[src/rtl/pulse_train_gen.sv]
// Programmable pulse train generator: emits num_pulses high pulses of high_len cycles
// separated by low_len cycles, reporting busy, done and the number of falling edges emitted.
module pulse_train_gen #(
  parameter int CNT_W = 8,
  parameter int NUM_W = 8
) (
  input  logic             clk,
  input  logic             reset,
  input  logic             start,
  input  logic             abort,
  input  logic [CNT_W-1:0] high_len,
  input  logic [CNT_W-1:0] low_len,
  input  logic [NUM_W-1:0] num_pulses,
  output logic             pulse_out,
  output logic             busy,
  output logic             done,
  output logic [NUM_W-1:0] fall_cnt
);

  typedef enum logic [1:0] {
    IDLE,
    HIGH,
    LOW
  } state_t;

  state_t           state;
  logic [CNT_W-1:0] timer;
  logic [CNT_W-1:0] high_len_q;
  logic [CNT_W-1:0] low_len_q;
  logic [NUM_W-1:0] remaining;

  // The timer holds cycles left after the current one, so a zero length still
  // yields a single-cycle phase.
  function automatic logic [CNT_W-1:0] phase_load(input logic [CNT_W-1:0] len);
    return (len == '0) ? '0 : len - CNT_W'(1);
  endfunction

  always_ff @(posedge clk) begin
    if (reset) begin
      state      <= IDLE;
      pulse_out  <= 1'b0;
      busy       <= 1'b0;
      done       <= 1'b0;
      fall_cnt   <= '0;
      timer      <= '0;
      high_len_q <= '0;
      low_len_q  <= '0;
      remaining  <= '0;
    end else begin
      done <= 1'b0;
      case (state)
        IDLE: begin
          if (start && !abort) begin
            fall_cnt <= '0;
            if (num_pulses != '0) begin
              state      <= HIGH;
              pulse_out  <= 1'b1;
              busy       <= 1'b1;
              high_len_q <= high_len;
              low_len_q  <= low_len;
              remaining  <= num_pulses;
              timer      <= phase_load(high_len);
            end else begin
              done <= 1'b1;
            end
          end
        end

        // Abort takes priority over the natural end of a phase, and the edge it
        // forces while high is still a real falling edge downstream.
        HIGH: begin
          if (abort) begin
            state     <= IDLE;
            pulse_out <= 1'b0;
            busy      <= 1'b0;
            fall_cnt  <= fall_cnt + NUM_W'(1);
          end else if (timer != '0) begin
            timer <= timer - CNT_W'(1);
          end else begin
            pulse_out <= 1'b0;
            fall_cnt  <= fall_cnt + NUM_W'(1);
            remaining <= remaining - NUM_W'(1);
            if (remaining == NUM_W'(1)) begin
              state <= IDLE;
              busy  <= 1'b0;
              done  <= 1'b1;
            end else begin
              state <= LOW;
              timer <= phase_load(low_len_q);
            end
          end
        end

        LOW: begin
          if (abort) begin
            state     <= IDLE;
            pulse_out <= 1'b0;
            busy      <= 1'b0;
          end else if (timer != '0) begin
            timer <= timer - CNT_W'(1);
          end else begin
            state     <= HIGH;
            pulse_out <= 1'b1;
            timer     <= phase_load(high_len_q);
          end
        end

        default: begin
          state     <= IDLE;
          pulse_out <= 1'b0;
          busy      <= 1'b0;
        end
      endcase
    end
  end

endmodule

[config.mk]
export PLATFORM = sky130hd
export DESIGN_NAME = pulse_train_gen
export DESIGN_NICKNAME = d
export VERILOG_FILES = /design/src/rtl/pulse_train_gen.sv
export SDC_FILE = /design/constraint.sdc
export NUM_CORES = 1
export LEC_CHECK = 0
export ABC_AREA = 1
export BUFFER_PORTS_ARGS = -buffer_cell sky130_fd_sc_hd__buf_4
export CORE_MARGIN = 5
export CORE_UTILIZATION = 40
export DETAILED_ROUTE_END_ITERATION = 7
export GPL_TIMING_DRIVEN = 0
export HOLD_SLACK_MARGIN = 0.15
export PLACE_DENSITY = 0.61
export SETUP_SLACK_MARGIN = 0.3
export SYNTH_ARGS = -nofsm -noshare
export SYNTH_HDL_FRONTEND = slang
export SYNTH_SLANG_ARGS = --single-unit
[constraint.sdc]
create_clock -name clk -period 2.5 [get_ports clk]
set_clock_uncertainty 0.2 [all_clocks]
set_input_delay 0.5 -clock clk [delete_from_list [all_inputs] [get_ports clk]]
set_output_delay 0.5 -clock clk [all_outputs]
set_load 0.01 [all_outputs]
==> flow_summary_export.csv, run 1 <==
group,metric,value,unit
critical_path,r2r-start,"state[0]$_SDFFE_PP0P_",
floorplan,initial_core_util,41.6,%
detailed_routing,wirelength,8.63,mm
placed_design,port_buffers,38,
global_routing,grt_pass1_vias,3139,
clocking,clk_transition_reported_paths,0.09,ns
detailed_routing,drtIter0Drc,126,
run_status,status,"complete, no violations",
synth,ys_ff_latch,45,
power,pwr-share-seq,25.0,%
critical_path,worstSetupEndpointType,"flop",
synth,syn_area_per_cell,6.33,sq um
floorplan,rows,32,
power,p_clk_share,13.4,%
cells_and_area,final_layout_size_suffix_gt1_share,16.0,%
detailed_routing,drc_errors,0,
floorplan,design.portCount,39,
placed_design,dp_hpwl,6.57,mm
detailed_routing,viasPerCell,5.02,
power,switching_share,49.8,%
clocking,htreeDepth,2,
critical_path,crit_type,"reg -> reg",
global_routing,grt_max_degree,14,
detailed_routing,routedWlPerCell,13.0,um
sta,tightest_slew,0.594,ns
synth,synth_warnings,0,
power,cellInternalPower,2.07,mW
critical_path,worst_ep_required_time,2.51,ns
power,p_switching,2.05,mW
sta,report.final.slew_viol_count,0,
synth,ys_types,39,
critical_path,r2r_setup_slack,0.44,ns
sta,setup_viol,0,
power,pwr_density_cell,1090,nW/um^2
detailed_routing,ant_nets,0,
floorplan,die_w,100,um
clocking,clk_latency,0.30,ns
sta,fmax,486,MHz
synth,syn_area,3250,sq um
critical_path,cp.arrival,2.06,ns
sta,tns,0,ns
min_path,hp-start,"high_len[2]",
floorplan,die_y,100,um
min_path,hold_depth,3,
power,total_power,4.12,mW
clocking,clkSinkCount,45,
synth,syn-num-nets,556,
cells_and_area,syn2layout_area_growth,16.8,%
power,ir_drop,0.000476,V
global_routing,grt_overflow,0,
run,drv_cap,0,
global_routing,grtUsageTotal,17.7,%
min_path,worst_hold_path_type,"in -> reg",
sta,post-route-period-util,82.2,%
power,power.leakage,1.79,nW
critical_path,cp-start-kind,"flop",
synth,synth_cells,513,
clocking,clockRootBuffer,"clkbuf_8",
global_routing,grt_antenna_before_repair,0,
sta,relSlewSlack,60.4,%
clocking,cts_tree,"done",
min_path,worstHoldEndpoint,"high_len_q[2]$_SDFFE_PP0P_",
clocking,cts_buffers,5,
critical_path,ff2ff_path_depth,9,
clocking,hold_buffers,0,
power,comb_power_share,61.7,%
placed_design,gp_congestion,0.844,
cells_and_area,n_antenna_cell,0,
synth,seq_area_frac_synth,27.7,%
sta,hold_viol,0,
sta,rsz0062_at_grt,"no",
sta,period_needed,2.06,ns
clocking,clockBufferDepth,2,
critical_path,critPathMaxFanout,6,
detailed_routing,num_vias,3328,
detailed_routing,drt_pass1_iterations,4,
floorplan,coreArea,7810,sq um
cells_and_area,final_nets,604,
floorplan,die-area,10000,sq um
global_routing,grt_pass1_wl,14.5,mm
critical_path,r2r-end,"remaining[7]$_SDFFE_PP0P_",
cell families (layout without fill, tap and decap cells):
group	after synthesis	after routing	synth area share, %
DFF	45	45	27.7
muxes	1	1	0.308
xor gates and xnor gates	12	12	3.23
AOI/OAI and AO/OA	104	104	16.9
buffers and inverters	82	130	10.1
adders and majority gates	15	15	5.78
and+or+nand+nor	254	254	35.9
routing by layer:
layer	part of all wire (%)	GRT usage, %	vias up
met5	0	0	-
met4	1.1	4.66	0
met3	4.4	2.64	7
met2	46	28.5	64
met1	49	24.6	1512
li1	-	-	1745
state kept, by name, indices dropped and copies added (netlist names):
name,cells
low_len_q,8
remaining,8
done,1
high_len_q,8
fall_cnt,8
timer,8
state,2
pulse_out,1
busy,1
through the flow:
stage | util, % | hold WS, ns | instances | instance area, sq um | setup slack [ns]
CTS | 48.2 | 0.261 | 660 | 3770 | 0.373
global route | 48.6 | 0.271 | 663 | 3790 | 0.283
global placement | 46.9 | 0.250 | 653 | 3660 | 0.375
floorplan | - | 0.239 | 513 | 3250 | 0.660
detailed placement | 46.9 | 0.256 | 653 | 3660 | 0.366
finish | 48.6 | 0.269 | 663 | 3790 | 0.444
layout by cell type, fill, tap and decap left out, drive strengths merged:
| cell | Yosys | routed |
|---|---|---|
| inv | 69 | 69 |
| mux2i | 1 | 1 |
| and2 | 1 | 1 |
| nand3 | 38 | 38 |
| xnor2 | 3 | 3 |
| o21ai | 46 | 46 |
| o211a | 1 | 1 |
| nor2 | 71 | 71 |
| a22oi | 1 | 1 |
| nand4 | 9 | 9 |
| clkinv | 1 | 2 |
| or2 | 2 | 2 |
| dfxtp | 45 | 45 |
| a21oi | 54 | 54 |
| buf | 6 | 47 |
| nand2 | 125 | 125 |
| and3 | 1 | 1 |
| ha | 15 | 15 |
| nand3b | 1 | 1 |
| clkbuf | 6 | 11 |
| bufinv | 0 | 1 |
| nor3 | 6 | 6 |
| o21bai | 1 | 1 |
| xor2 | 9 | 9 |
| o31ai | 1 | 1 |
worst max-delay path, cell delays in order (launching register included):
cell and delay, ns:
dfxtp_1 0.40, inv_1 0.08, ha_1 0.27, nor2_1 0.19, inv_1 0.11, nand2_2 0.14, inv_1 0.09, nand4_1 0.21
o21ai_0 0.12, and2_1 0.16
synthesized netlist by cell type, drive strengths merged:
cell type | n | area share (%)
o21bai | 1 | 0.23
or2 | 2 | 0.38
nand3b | 1 | 0.23
dfxtp | 45 | 28
ha | 15 | 5.8
o211a | 1 | 0.31
a22oi | 1 | 0.38
buf | 6 | 1.2
o21ai | 46 | 7.3
nand3 | 38 | 6.4
nand2 | 125 | 15
and3 | 1 | 0.19
a21oi | 54 | 8.4
nor3 | 6 | 1.8
mux2i | 1 | 0.31
nand4 | 9 | 1.7
nor2 | 71 | 10
inv | 69 | 8.0
xor2 | 9 | 2.4
clkbuf | 6 | 0.69
xnor2 | 3 | 0.81
o31ai | 1 | 0.23
and2 | 1 | 0.19
clkinv | 1 | 0.27
layout make-up:
| cell class | count | area (sq um) |
|---|---|---|
| Inverter | 70 | 268 |
| Clock buffer | 5 | 68.8 |
| Clock inverter | 2 | 35.0 |
| Buffer | 12 | 61.3 |
| Tap cell | 102 | 128 |
| Fill cell | 843 | 4010 |
| Sequential cell | 45 | 902 |
| Timing Repair Buffer | 41 | 308 |
| Multi-Input combinational cell | 386 | 2020 |
power groups by stage:
stage          clock network [mW]  logic (mW)  registers (mW)
3_3_place_gp                    0        2.46            1.03
3_5_place_dp                    0        2.48            1.04
2_1_floorplan                   0        1.92            1.01
6_report                    0.550        2.54            1.03
4_1_cts                     0.568        2.50            1.02
5_1_grt                     0.599        2.88            1.05
worst max-delay path by stage:
stage,slack [ns],startpoint,to
after detailed placement,0.37,reset,remaining[1]$_SDFFE_PP0P_
after global placement,0.37,num_pulses[0],low_len_q[6]$_SDFFE_PP0P_
after global routing,0.28,state[1]$_SDFFE_PP0P_,remaining[1]$_SDFFE_PP0P_
final,0.44,state[0]$_SDFFE_PP0P_,remaining[7]$_SDFFE_PP0P_
after CTS,0.37,state[0]$_SDFFE_PP0P_,timer[6]$_SDFFE_PP0P_
after floorplan,0.66,state[0]$_SDFFE_PP0P_,timer[5]$_SDFFE_PP0P_
repair_timing:
action                                  CTS  global route
resized for setup                         0             4
endpoints found under the setup margin    0            17
buffers inserted                          0             3
Note: power is estimated with default switching activity, not from simulation.
==> inputs of run 2 (changes only) <==
Settings changed: PLACE_DENSITY 0.61 to 0.64.
Clock period 2.5 ns to 1.78 ns, I/O delays scaled along.
==> flow_summary_export.csv, run 2 (same netlist as run 1, synthesis figures left out) <==
group,metric,value,unit
cells_and_area,final_nets,641,
sta,report.final.slew_viol_count,0,
critical_path,worstSetupEndpointType,"flop",
run_status,violations,"negative setup slack",
detailed_routing,num_vias,3550,
global_routing,grt_pass1_vias,3272,
sta,fin_hold_ws,0.151,ns
critical_path,crit_slowest_cell,"dfxtp_4",
power,comb_power_share,68.3,%
detailed_routing,wirelength,9.18,mm
sta,setup_viol,13,
power,p_clk_share,10.5,%
clocking,clk_latency,0.31,ns
placed_design,gp_congestion,0.868,
sta,period_needed,1.82,ns
critical_path,slowest_delay,0.39,ns
clocking,clkSinkCount,45,
detailed_routing,drtIter0Drc,89,
global_routing,grt_pass1_wl,15.3,mm
floorplan,die_w,100,um
cells_and_area,final_common_cell,"nand2_1",
global_routing,grt_max_degree,14,
floorplan,rows,32,
detailed_routing,drc_errors,0,
critical_path,cp_cell_sequence,"inv_4 -> ha_4 -> buf_12 -> clkinv_8 -> buf_12 -> nor2_4 -> nand2_2 -> clkinv_4 -> nor2_8 -> nand2_2 -> o21ai_2 -> a21oi_1",
sta,hold_viol,0,
global_routing,grtUsageTotal,18.7,%
clocking,cts_buffers,5,
power,cellInternalPower,3.59,mW
critical_path,worst_ep_required_time,1.78,ns
critical_path,crit_type,"reg -> reg",
placed_design,port_buffers,38,
sta,rsz0062_at_grt,"yes",
detailed_routing,viasPerCell,5.06,
min_path,worst_hold_path_type,"in -> reg",
detailed_routing,ant_nets,0,
clocking,cts_tree,"done",
cells_and_area,final_layout_size_suffix_gt1_share,31.2,%
floorplan,initial_core_util,41.6,%
power,pwr-share-seq,21.2,%
clocking,clk_transition_reported_paths,0.09,ns
placed_design,pre_cts_slack,-0.248,ns
sta,setup_ws,-0.0430,ns
power,total_power,6.97,mW
clocking,clockBufferDepth,2,
power,power.leakage,2.06,nW
floorplan,coreArea,7810,sq um
floorplan,design.portCount,39,
sta,tightest_slew,0.667,ns
cells_and_area,n_antenna_cell,0,
global_routing,grt_antenna_before_repair,0,
clocking,clockRootBuffer,"clkbuf_8",
placed_design,dp_hpwl,6.57,mm
sta,fmax,549,MHz
global_routing,grt_overflow,0,
cells_and_area,syn2layout_area_growth,41.5,%
floorplan,die_y,100,um
floorplan,die-area,10000,sq um
run_status,status,"complete, but fails checks",
run,drv_cap,0,
cells_and_area,nFillCells,721,
power,pwr_density_cell,1520,nW/um^2
sta,tns,-0.252,ns
sta,post-route-period-util,102,%
power,p_switching,3.38,mW
clocking,htreeDepth,2,
cells_and_area,fin_util,58.9,%
detailed_routing,drt_pass1_iterations,4,
power,ir_drop,0.000786,V
detailed_routing,routedWlPerCell,13.1,um
critical_path,cp-start-kind,"flop",
cells_and_area,layout_common_cells,"nand2_1 (111), nor2_1 (55), inv_1 (52), buf_4 (51), dfxtp_1 (40)",
sta,relSlewSlack,55.6,%
critical_path,cp.arrival,1.83,ns
power,switching_share,48.5,%
critical_path,critPathMaxFanout,8,
[run 2: final cells by class]
cell class / count / area, sq um / share of cell area, %
multi-input combinational: 387 / 2330 / 50.6
clock inverter: 1 / 5.00 / 0.109
clock buffer: 7 / 96.3 / 2.09
timing repair buffer: 76 / 704 / 15.3
timing repair inverter: 1 / 7.51 / 0.163
tap: 102 / 128 / 2.77
sequential: 45 / 912 / 19.8
inverter: 70 / 300 / 6.53
buffer: 12 / 120 / 2.61
[run 2: worst paths after layout]
check / startpoint / endpoint / slack [ns] / cells after the start
worst max-delay path: state[1]$_SDFFE_PP0P_ / fall_cnt[3]$_SDFFE_PP0P_ / -0.04 / 12
worst min-delay path: high_len[5] / high_len_q[5]$_SDFFE_PP0P_ / 0.15 / 3
worst max register to register: state[1]$_SDFFE_PP0P_ / fall_cnt[3]$_SDFFE_PP0P_ / -0.04 / 12
worst min register to register: busy$_SDFFE_PP0P_ / busy$_SDFFE_PP0P_ / 0.27 / 2
[run 2: per-layer routing]
layer / vias to the layer above / share of wire, % / track usage [%]
li1: 1846 / - / -
met1: 1627 / 46 / 24.2
met2: 67 / 48 / 32.5
met3: 10 / 4.1 / 2.78
met4: 0 / 1.4 / 4.35
met5: - / 0 / 0
[run 2: metrics by stage]
stage	std cells	cell area [sq um]
after global routing	701	4600
after CTS	697	4480
after global placement	653	3840
after floorplan	513	3430
final	701	4600
after detailed placement	653	3840
[run 2: worst max-delay path: cells and delay by family, from the launching register on]
family | cells | cell delay [ns]
fa+ha+maj | 1 | 0.16
simple gates | 4 | 0.36
flops | 1 | 0.39
compound gates | 2 | 0.16
buf+inv | 5 | 0.45
[run 2: timing repair]
| item | 4_1_cts | 5_1_grt |
|---|---|---|
| hold endpoints to repair | 16 | 0 |
| resized for setup | 53 | 34 |
| gates cloned | 4 | 0 |
| endpoints found under the setup margin | 44 | 47 |
| buffers inserted | 16 | 4 |
| hold buffers | 16 | 0 |
| pin swaps | 18 | 15 |
[run 2: power groups by stage]
| stage | combinational (mW) | clock (mW) | sequential [mW] |
|---|---|---|---|
| after detailed placement | 3.81 | 0 | 1.48 |
| after global placement | 3.78 | 0 | 1.48 |
| after global routing | 5.25 | 0.780 | 1.51 |
| after floorplan | 3.02 | 0 | 1.45 |
| after CTS | 4.54 | 0.748 | 1.47 |
| final | 4.76 | 0.732 | 1.48 |
==> inputs of run 3 (changes only) <==
Settings changed: SETUP_SLACK_MARGIN 0.3 to 0.2.
==> flow_summary_export.csv, run 3 (same netlist as run 1, synthesis figures left out) <==
group,metric,value,unit
cells_and_area,multiInputGateArea,2490,sq um
global_routing,grt_pass1_vias,3388,
critical_path,slowest_delay,0.39,ns
critical_path,crit_type,"reg -> reg",
clocking,clockBufferDepth,2,
sta,period_needed,1.85,ns
placed_design,place_area,3800,sq um
sta,relSlewSlack,40.9,%
detailed_routing,routed-wl-met2,4.79,mm
cells_and_area,final_layout_size_suffix_gt1_share,36.5,%
detailed_routing,wl_met3,400,um
power,total_power,7.51,mW
clocking,clk_latency,0.30,ns
power,power.leakage,2.10,nW
critical_path,critPathMaxFanout,8,
floorplan,die_y,100,um
detailed_routing,drtIter0Drc,184,
sta,setup_ws,-0.0733,ns
global_routing,grt_pass1_wl,15.7,mm
detailed_routing,maxUsedRoutingLayer,"met4",
critical_path,cp-start-kind,"flop",
power,ir_drop,0.00116,V
detailed_routing,drt-met1-wl,4.43,mm
detailed_routing,routedWlPerCell,13.9,um
placed_design,port_buffers,38,
sta,setup_viol,12,
clocking,htreeDepth,2,
detailed_routing,wirelength,9.79,mm
cells_and_area,final_cell_area,4730,sq um
placed_design,pre_cts_slack,-0.202,ns
global_routing,grtUsageTotal,18.9,%
power,pwr_density_cell,1590,nW/um^2
cells_and_area,final_nets,642,
clocking,clockRootBuffer,"clkbuf_8",
critical_path,cp.arrival,1.89,ns
global_routing,grt_max_degree,15,
cells_and_area,layout_common_cells,"nand2_1 (98), inv_1 (53), buf_4 (53), nor2_1 (49), dfxtp_1 (40)",
detailed_routing,drc_errors,0,
critical_path,worst_ep_required_time,1.82,ns
sta,tns,-0.509,ns
clocking,clk_transition_reported_paths,0.09,ns
detailed_routing,drt_pass1_iterations,4,
run_status,violations,"negative setup slack",
critical_path,worstSetupEndpointType,"flop",
sta,fmax,540,MHz
placed_design,gp_congestion,0.863,
clocking,clkSinkCount,45,
detailed_routing,num_vias,3604,
cells_and_area,nFillCells,724,
floorplan,initial_core_util,41.6,%
sta,fin_hold_ws,0.152,ns
clocking,cts_buffers,5,
sta,report.final.slew_viol_count,0,
detailed_routing,ant_nets,0,
floorplan,design.portCount,39,
critical_path,crit_slowest_cell,"dfxtp_4",
detailed_routing,viasPerCell,5.13,
floorplan,rows,32,
cells_and_area,n_antenna_cell,0,
sta,tightest_slew,0.886,ns
placed_design,dp_hpwl,6.60,mm
min_path,worst_hold_path_type,"in -> reg",
critical_path,cp_cell_sequence,"inv_4 -> ha_4 -> buf_12 -> clkinv_8 -> nand2_4 -> a22oi_2 -> nand3_4 -> buf_8 -> nand2_2 -> nand2_1 -> a21oi_1",
global_routing,grt_antenna_before_repair,0,
run,drv_cap,0,
cells_and_area,syn2layout_area_growth,45.7,%
floorplan,die_w,100,um
floorplan,coreArea,7810,sq um
cells_and_area,final_common_cell,"nand2_1",
sta,rsz0062_at_grt,"yes",
global_routing,grt_overflow,0,
sta,post-route-period-util,104,%
cells_and_area,seq_area,912,sq um
critical_path,path_delay_family,"buffers and inverters",
critical_path,worst-path-buf-inv,4,
run_status,status,"complete, but fails checks",
floorplan,die-area,10000,sq um
clocking,cts_tree,"done",
sta,hold_viol,0,
[run 3: changes by cell type in the layout (fill, tap and decap cells not counted), moves of 4 or more]
cell	change
dlygate4sd3_1	-5
nand2_1	-13
o21ai_1	-10
nand2_2	+6
nand2_4	+7
buf_6	+5
nor2_1	-6
o21ai_2	+6
o21ai_4	+4
[run 3: worst paths after layout]
path | slack [ns] | to | cells past startpoint | startpoint
worst max-delay path | -0.07 | timer[6]$_SDFFE_PP0P_ | 11 | state[1]$_SDFFE_PP0P_
worst min-delay path | 0.15 | high_len_q[7]$_SDFFE_PP0P_ | 3 | high_len[7]
worst max register to register | -0.07 | timer[6]$_SDFFE_PP0P_ | 11 | state[1]$_SDFFE_PP0P_
worst min register to register | 0.27 | pulse_out$_SDFFE_PP0P_ | 2 | pulse_out$_SDFFE_PP0P_
[run 3: repair_timing]
action | 4_1_cts | 5_1_grt
setup endpoints to repair | 44 | 44
pin swaps | 17 | 20
setup buffers | 13 | 11
gates resized for setup | 63 | 91
endpoints found under the hold margin | 11 | 0
hold buffers | 11 | 0
gates cloned | 6 | 0
[run 3: through the flow]
step           std cells  utilization (%)
6_report             702             60.6
5_1_grt              702             60.6
4_1_cts              691             55.8
3_5_place_dp         653             48.6
3_3_place_gp         653             48.6
2_1_floorplan        513                -
[run 3: layout make-up]
cell class,count,share of cell area [%]
multi-input cells,387,52.6
plain buffers,12,2.30
flip-flops and latches,45,19.3
inverters,70,6.34
repair inverters,1,0.159
well taps,102,2.70
repair buffers,77,14.8
clock buffers,5,1.45
clock inverters,3,0.370
[run 3: metal layers]
metal / up-vias / GRT usage, %
li1: 1831 / -
met1: 1675 / 24.9
met2: 83 / 32.2
met3: 15 / 2.78
met4: 0 / 4.97
met5: - / 0
[run 3: tightest hold or removal path, cell delays in order]
cell,delay [ns]
buf_4,0.10
o21ai_2,0.05
a21oi_1,0.09
[run 3: power by group]
group	total, mW	internal [mW]	switching (mW)
Clock	0.648	0.272	0.376
Sequential	1.49	1.26	0.230
Combinational	5.37	2.29	3.08
Total	7.51	3.82	3.69
